## config.mk

```make
export PLATFORM = sky130hd
export DESIGN_NAME = kpn_fifo_reader
export DESIGN_NICKNAME = d
export VERILOG_FILES = /design/src/rtl/kpn_pkg.sv /design/src/rtl/kpn_skid_buffer.sv /design/src/rtl/kpn_fifo_reader.sv
export SDC_FILE = /design/constraint.sdc
export NUM_CORES = 1
export LEC_CHECK = 0
export CAP_MARGIN = 10
export CELL_PAD_IN_SITES_DETAIL_PLACEMENT = 1
export CELL_PAD_IN_SITES_GLOBAL_PLACEMENT = 1
export CORE_ASPECT_RATIO = 0.6
export CORE_MARGIN = 3
export CORE_UTILIZATION = 35
export DETAILED_ROUTE_END_ITERATION = 8
export PLACE_DENSITY = 0.78
export SLEW_MARGIN = 20
export SYNTH_ARGS = -nofsm -noshare
export SYNTH_HDL_FRONTEND = slang
export SYNTH_SLANG_ARGS = --single-unit
```

## constraint.sdc

```tcl
create_clock -name clk -period 2.45 [get_ports clk]
set_input_delay 0.735 -clock clk [delete_from_list [all_inputs] [get_ports clk]]
set_output_delay 0.735 -clock clk [all_outputs]
set_load 0.02 [all_outputs]
```

## src/rtl/kpn_pkg.sv

```systemverilog
// Shared definitions for KPN channel blocks: default widths, token type and
// the occupancy encoding of the reader's two-entry buffer.
package kpn_pkg;

  localparam int KPN_BITS_NUMBER = 16;
  localparam int KPN_COUNT_BITS  = 16;

  typedef logic [KPN_BITS_NUMBER-1:0] kpn_token_t;

  typedef enum logic [1:0] {
    OCC_EMPTY = 2'd0,
    OCC_ONE   = 2'd1,
    OCC_FULL  = 2'd2
  } occ_state_t;

endpackage

```

## src/rtl/kpn_skid_buffer.sv

```systemverilog
// Two-entry ordered token buffer. Entry e0 is always the head; a push lands
// behind whatever remains after a same-edge pop.
module kpn_skid_buffer
  import kpn_pkg::*;
#(
  parameter int W = KPN_BITS_NUMBER
) (
  input  logic         clk,
  input  logic         rst_n,
  input  logic         push,
  input  logic [W-1:0] push_data,
  input  logic         pop,
  output logic [W-1:0] head_data,
  output logic         head_valid,
  output occ_state_t   state_dbg
);

  occ_state_t   state;
  logic [W-1:0] e0;
  logic [W-1:0] e1;

  always_ff @(posedge clk or negedge rst_n) begin
    if (!rst_n) begin
      state <= OCC_EMPTY;
      e0    <= '0;
      e1    <= '0;
    end else begin
      case (state)
        OCC_EMPTY: begin
          if (push) begin
            e0    <= push_data;
            state <= OCC_ONE;
          end
        end
        OCC_ONE: begin
          // Capture and pop together: the new token replaces the head.
          if (push && pop) begin
            e0 <= push_data;
          end else if (push) begin
            e1    <= push_data;
            state <= OCC_FULL;
          end else if (pop) begin
            state <= OCC_EMPTY;
          end
        end
        OCC_FULL: begin
          if (pop) begin
            e0    <= e1;
            state <= OCC_ONE;
          end
        end
        default: state <= OCC_EMPTY;
      endcase
    end
  end

  assign head_data  = e0;
  assign head_valid = (state != OCC_EMPTY);
  assign state_dbg  = state;

  // The issue rule upstream guarantees a capture never meets a full buffer.
  a_no_push_when_full: assert property (@(posedge clk) disable iff (!rst_n)
    !(push && state == OCC_FULL));

endmodule

```

## src/rtl/kpn_fifo_reader.sv

```systemverilog
// Kahn blocking-read port: issues channel FIFO reads, hides the one-cycle read
// latency in a two-entry buffer, and keeps token/stall profiling counters.
module kpn_fifo_reader
  import kpn_pkg::*;
#(
  parameter int BITS_NUMBER = KPN_BITS_NUMBER,
  parameter int COUNT_BITS  = KPN_COUNT_BITS
) (
  input  logic                   clk,
  input  logic                   rst_n,
  input  logic                   fifo_empty,
  input  logic [BITS_NUMBER-1:0] fifo_data,
  output logic                   fifo_rd,
  output logic [BITS_NUMBER-1:0] out_data,
  output logic                   out_valid,
  input  logic                   out_ready,
  output logic [COUNT_BITS-1:0]  tokens_read,
  output logic [COUNT_BITS-1:0]  stall_cycles
);

  // Handshake: a token transfers on every rising edge where out_valid and
  // out_ready are both 1; out_data/out_valid hold steady while out_ready is 0.
  logic       inflight;
  logic       pop;
  logic [2:0] level;
  occ_state_t occ_state;

  assign pop = out_valid & out_ready;

  // Tokens that will be held after this edge; a read is safe while below two.
  assign level   = {1'b0, occ_state} + {2'b00, inflight} - {2'b00, pop};
  assign fifo_rd = rst_n & ~fifo_empty & (level < 3'd2);

  kpn_skid_buffer #(
    .W (BITS_NUMBER)
  ) u_buf (
    .clk        (clk),
    .rst_n      (rst_n),
    .push       (inflight),
    .push_data  (fifo_data),
    .pop        (pop),
    .head_data  (out_data),
    .head_valid (out_valid),
    .state_dbg  (occ_state)
  );

  always_ff @(posedge clk or negedge rst_n) begin
    if (!rst_n) begin
      inflight     <= 1'b0;
      tokens_read  <= '0;
      stall_cycles <= '0;
    end else begin
      inflight <= fifo_rd;
      if (pop) begin
        tokens_read <= tokens_read + COUNT_BITS'(1);
      end
      if (out_ready && !out_valid && (stall_cycles != '1)) begin
        stall_cycles <= stall_cycles + COUNT_BITS'(1);
      end
    end
  end

endmodule

```

==> results.json <==
{
  "status": "complete, but fails checks",
  "violations": "setup timing",
  "synth.net_count": 277,
  "port_buffers": 69,
  "setup_tns_ns": -0.285,
  "synth_area_leaders": "dfrtp_1, mux2i_1, xnor2_1",
  "via_per_inst": 5.01,
  "r2r_slack_ns": 0.51,
  "ys_warn_count": 0,
  "root_buffer": "clkbuf_16",
  "antenna_cells": 0,
  "pin_count": 70,
  "first_iter_violations": 75,
  "rr_startpoint": "stall_cycles[0]$_DFFE_PN0P_",
  "grt_overflow": 0,
  "finalWirelength_um": 7610,
  "drive_above_1_share": 0.155,
  "drc": 0,
  "ir_drop_v": 0.000754,
  "cts_tree": "yes",
  "numCtsBuffers": 9,
  "setup_viol": 1,
  "use_met3": 0.0449,
  "htreeDepth": 3,
  "areaGrowthSynthToFinish_pct": 41.4,
  "powerDensity_nw_per_um2": 1140,
  "async_flop_share": 1.00,
  "grt_busiest_layer": "met2",
  "final.setup_skew_ns": 0.00509,
  "grt_pass1_vias": 2470,
  "setup_slack_ns": -0.285,
  "initial_core_util": 0.373,
  "multi_input_area_um2": 1340,
  "die_w_um": 126,
  "synth_top_area_share": 0.550,
  "rsz0062_at_grt": "true",
  "cts_sinks": 67,
  "die_y_um": 78.3,
  "yosys-top-cells-count": "dfrtp_1, a21oi_1, nor2_1, mux2i_1, xnor2_1",
  "worst_slew_pin_slew_ns": 0.861,
  "fin_crit_sh": 1.12,
  "met1_usage": 0.210,
  "end_kind": "primary output",
  "maxCapViolations": 0,
  "synth_edf_count": 0,
  "cts_hold_buf": 0,
  "synth_ff_type": "dfrtp_1",
  "cp_max_fo": 3,
  "ant_nets": 0,
  "core_area_um2": 8160,
  "grt_pass1_wl_um": 12500,
  "synth_seq_cells": 67,
  "synth-seq-area-share": 0.550,
  "use_met2": 0.263,
  "whs_ns": 0.488,
  "hpwl_um": 5400,
  "nFillCells": 838,
  "worstHoldEndpoint": "tokens_read[13]$_DFFE_PN0P_",
  "cp.arrival_ns": 2.00,
  "clkTransAtPathRegs_ns": 0.05,
  "clk_latency_ns": 0.32,
  "fmax_ghz": 0.366,
  "track_usage": 0.161,
  "r2r_cells": 5,
  "num-nets-final": 360,
  "hp-start": "tokens_read[13]$_DFFE_PN0P_",
  "crit_required_ns": 1.71,
  "yosysMostFrequentCell": "dfrtp_1",
  "start_kind": "input port",
  "detail_route.first_pass.iterations": 4,
  "globalplace.congestion": 0.721,
  "via_count": 2255,
  "r2r_end": "stall_cycles[12]$_DFFE_PN0P_",
  "fp-row-count": 25,
  "dieArea_um2": 9900,
  "wl_per_cell_um": 16.9,
  "min_path_cells": 1,
  "synth_cell_types": 37,
  "ff_latch_area_um2": 1680,
  "grt_max_degree": 68,
  "fin_crit_ns": 2.74,
  "maxSlewHeadroom": 0.426,
  "worstSetupPathType": "in2out",
  "min_path_type": "reg2reg",
  "syn_area_um2": 3050,
  "syn_area_per_cell_um2": 12.0,
  "hold_viol_final": 0,
  "cts_buffer_depth": 2,
  "synth_top_area_cell": "dfrtp_1",
  "antenna_found_initial": 0,
  "p_leak_nw": 1.84,
  "slew_viol_final": 0,
  "syn-instance-count": 254
}
## worst max path at each step
stage	end	cells after the start	start	slack, ns
after floorplan	fifo_rd	6	out_ready	-0.18
after global placement	fifo_rd	7	out_ready	-1.14
after detailed placement	fifo_rd	7	out_ready	-1.18
after CTS	fifo_rd	7	out_ready	-0.35
after global routing	fifo_rd	7	u_buf.state_dbg[1]$_DFFE_PN0P_	-0.33
final	fifo_rd	7	out_ready	-0.29
## critical path: stages
cell	delay, ns
buf_6	0.10
and2_4	0.16
buf_6	0.11
fa_2	0.35
xor2_1	0.17
nor3_4	0.24
buf_6	0.15
## stage by stage
step           area [µm²]  std cells   util  setup slack [ns]  power, mW
2_1_floorplan        3080        254      -            -0.180       2.72
3_3_place_gp         3960        433  0.485             -1.14       3.47
3_5_place_dp         3960        433  0.485             -1.18       3.56
4_1_cts              4310        450  0.528            -0.351       5.02
5_1_grt              4310        450  0.528            -0.335       5.24
6_report             4310        450  0.528            -0.285       4.93
## layout by cell type (no fill, tap or decap), types with 2 or more instances in the layout
master / count
nand3_1: 12
bufinv_16: 2
xor2_1: 13
mux2_2: 8
mux2i_1: 18
buf_12: 2
buf_4: 11
buf_6: 3
clkbuf_16: 9
and4_1: 6
nand4_1: 8
nor3b_4: 2
nor2_1: 21
ha_1: 2
o21ai_2: 2
nand2_1: 10
nor2b_1: 2
mux2_1: 11
nor3_1: 3
clkdlybuf4s50_1: 65
clkbuf_8: 2
and3_1: 3
dfrtp_1: 67
xnor2_1: 15
a21oi_1: 21
## routing by layer
| metal | share of wire | wire (µm) |
|---|---|---|
| met1 | 0.47 | 3590 |
| met2 | 0.48 | 3630 |
| met3 | 0.042 | 316 |
| met4 | 0.011 | 82 |
| met5 | 0 | 0 |
## state kept, by name, summed over array words and instances, names as in the netlist
register,count
inflight,1
u_buf.head_data,16
tokens_read,16
u_buf.state_dbg,2
u_buf.e1,16
stall_cycles,16
## final cells by class
cell class | instances | share of cell area
clock inverter | 4 | 0.0168
inverter | 1 | 0.000871
tap | 108 | 0.0314
timing repair buffer | 83 | 0.190
sequential | 67 | 0.389
multi-input combinational | 175 | 0.312
clock buffer | 12 | 0.0595
## power breakdown
group | switching [mW] | leakage [nW] | internal (mW)
Sequential | 0.292 | 0.834 | 1.48
Clock | 0.455 | 0.159 | 0.945
Combinational | 0.889 | 0.846 | 0.872
Total | 1.64 | 1.84 | 3.29
## repair_timing
item,4_1_cts,5_1_grt
resized for setup,15,0
pin swaps,4,1
setup buffers,1,0
endpoints found under the setup margin,2,1
## kinds of logic (layout without fill, tap and decap cells)
logic type	Yosys count	count (layout)	synth area share
compound gates	29	29	0.0591
xor+xnor	28	28	0.0805
fa+ha+maj	3	3	0.0148
buf+inv	12	100	0.0197
flops	67	67	0.550
mux	37	37	0.129
simple gates	78	78	0.146
(Power assumes the default switching activity.)
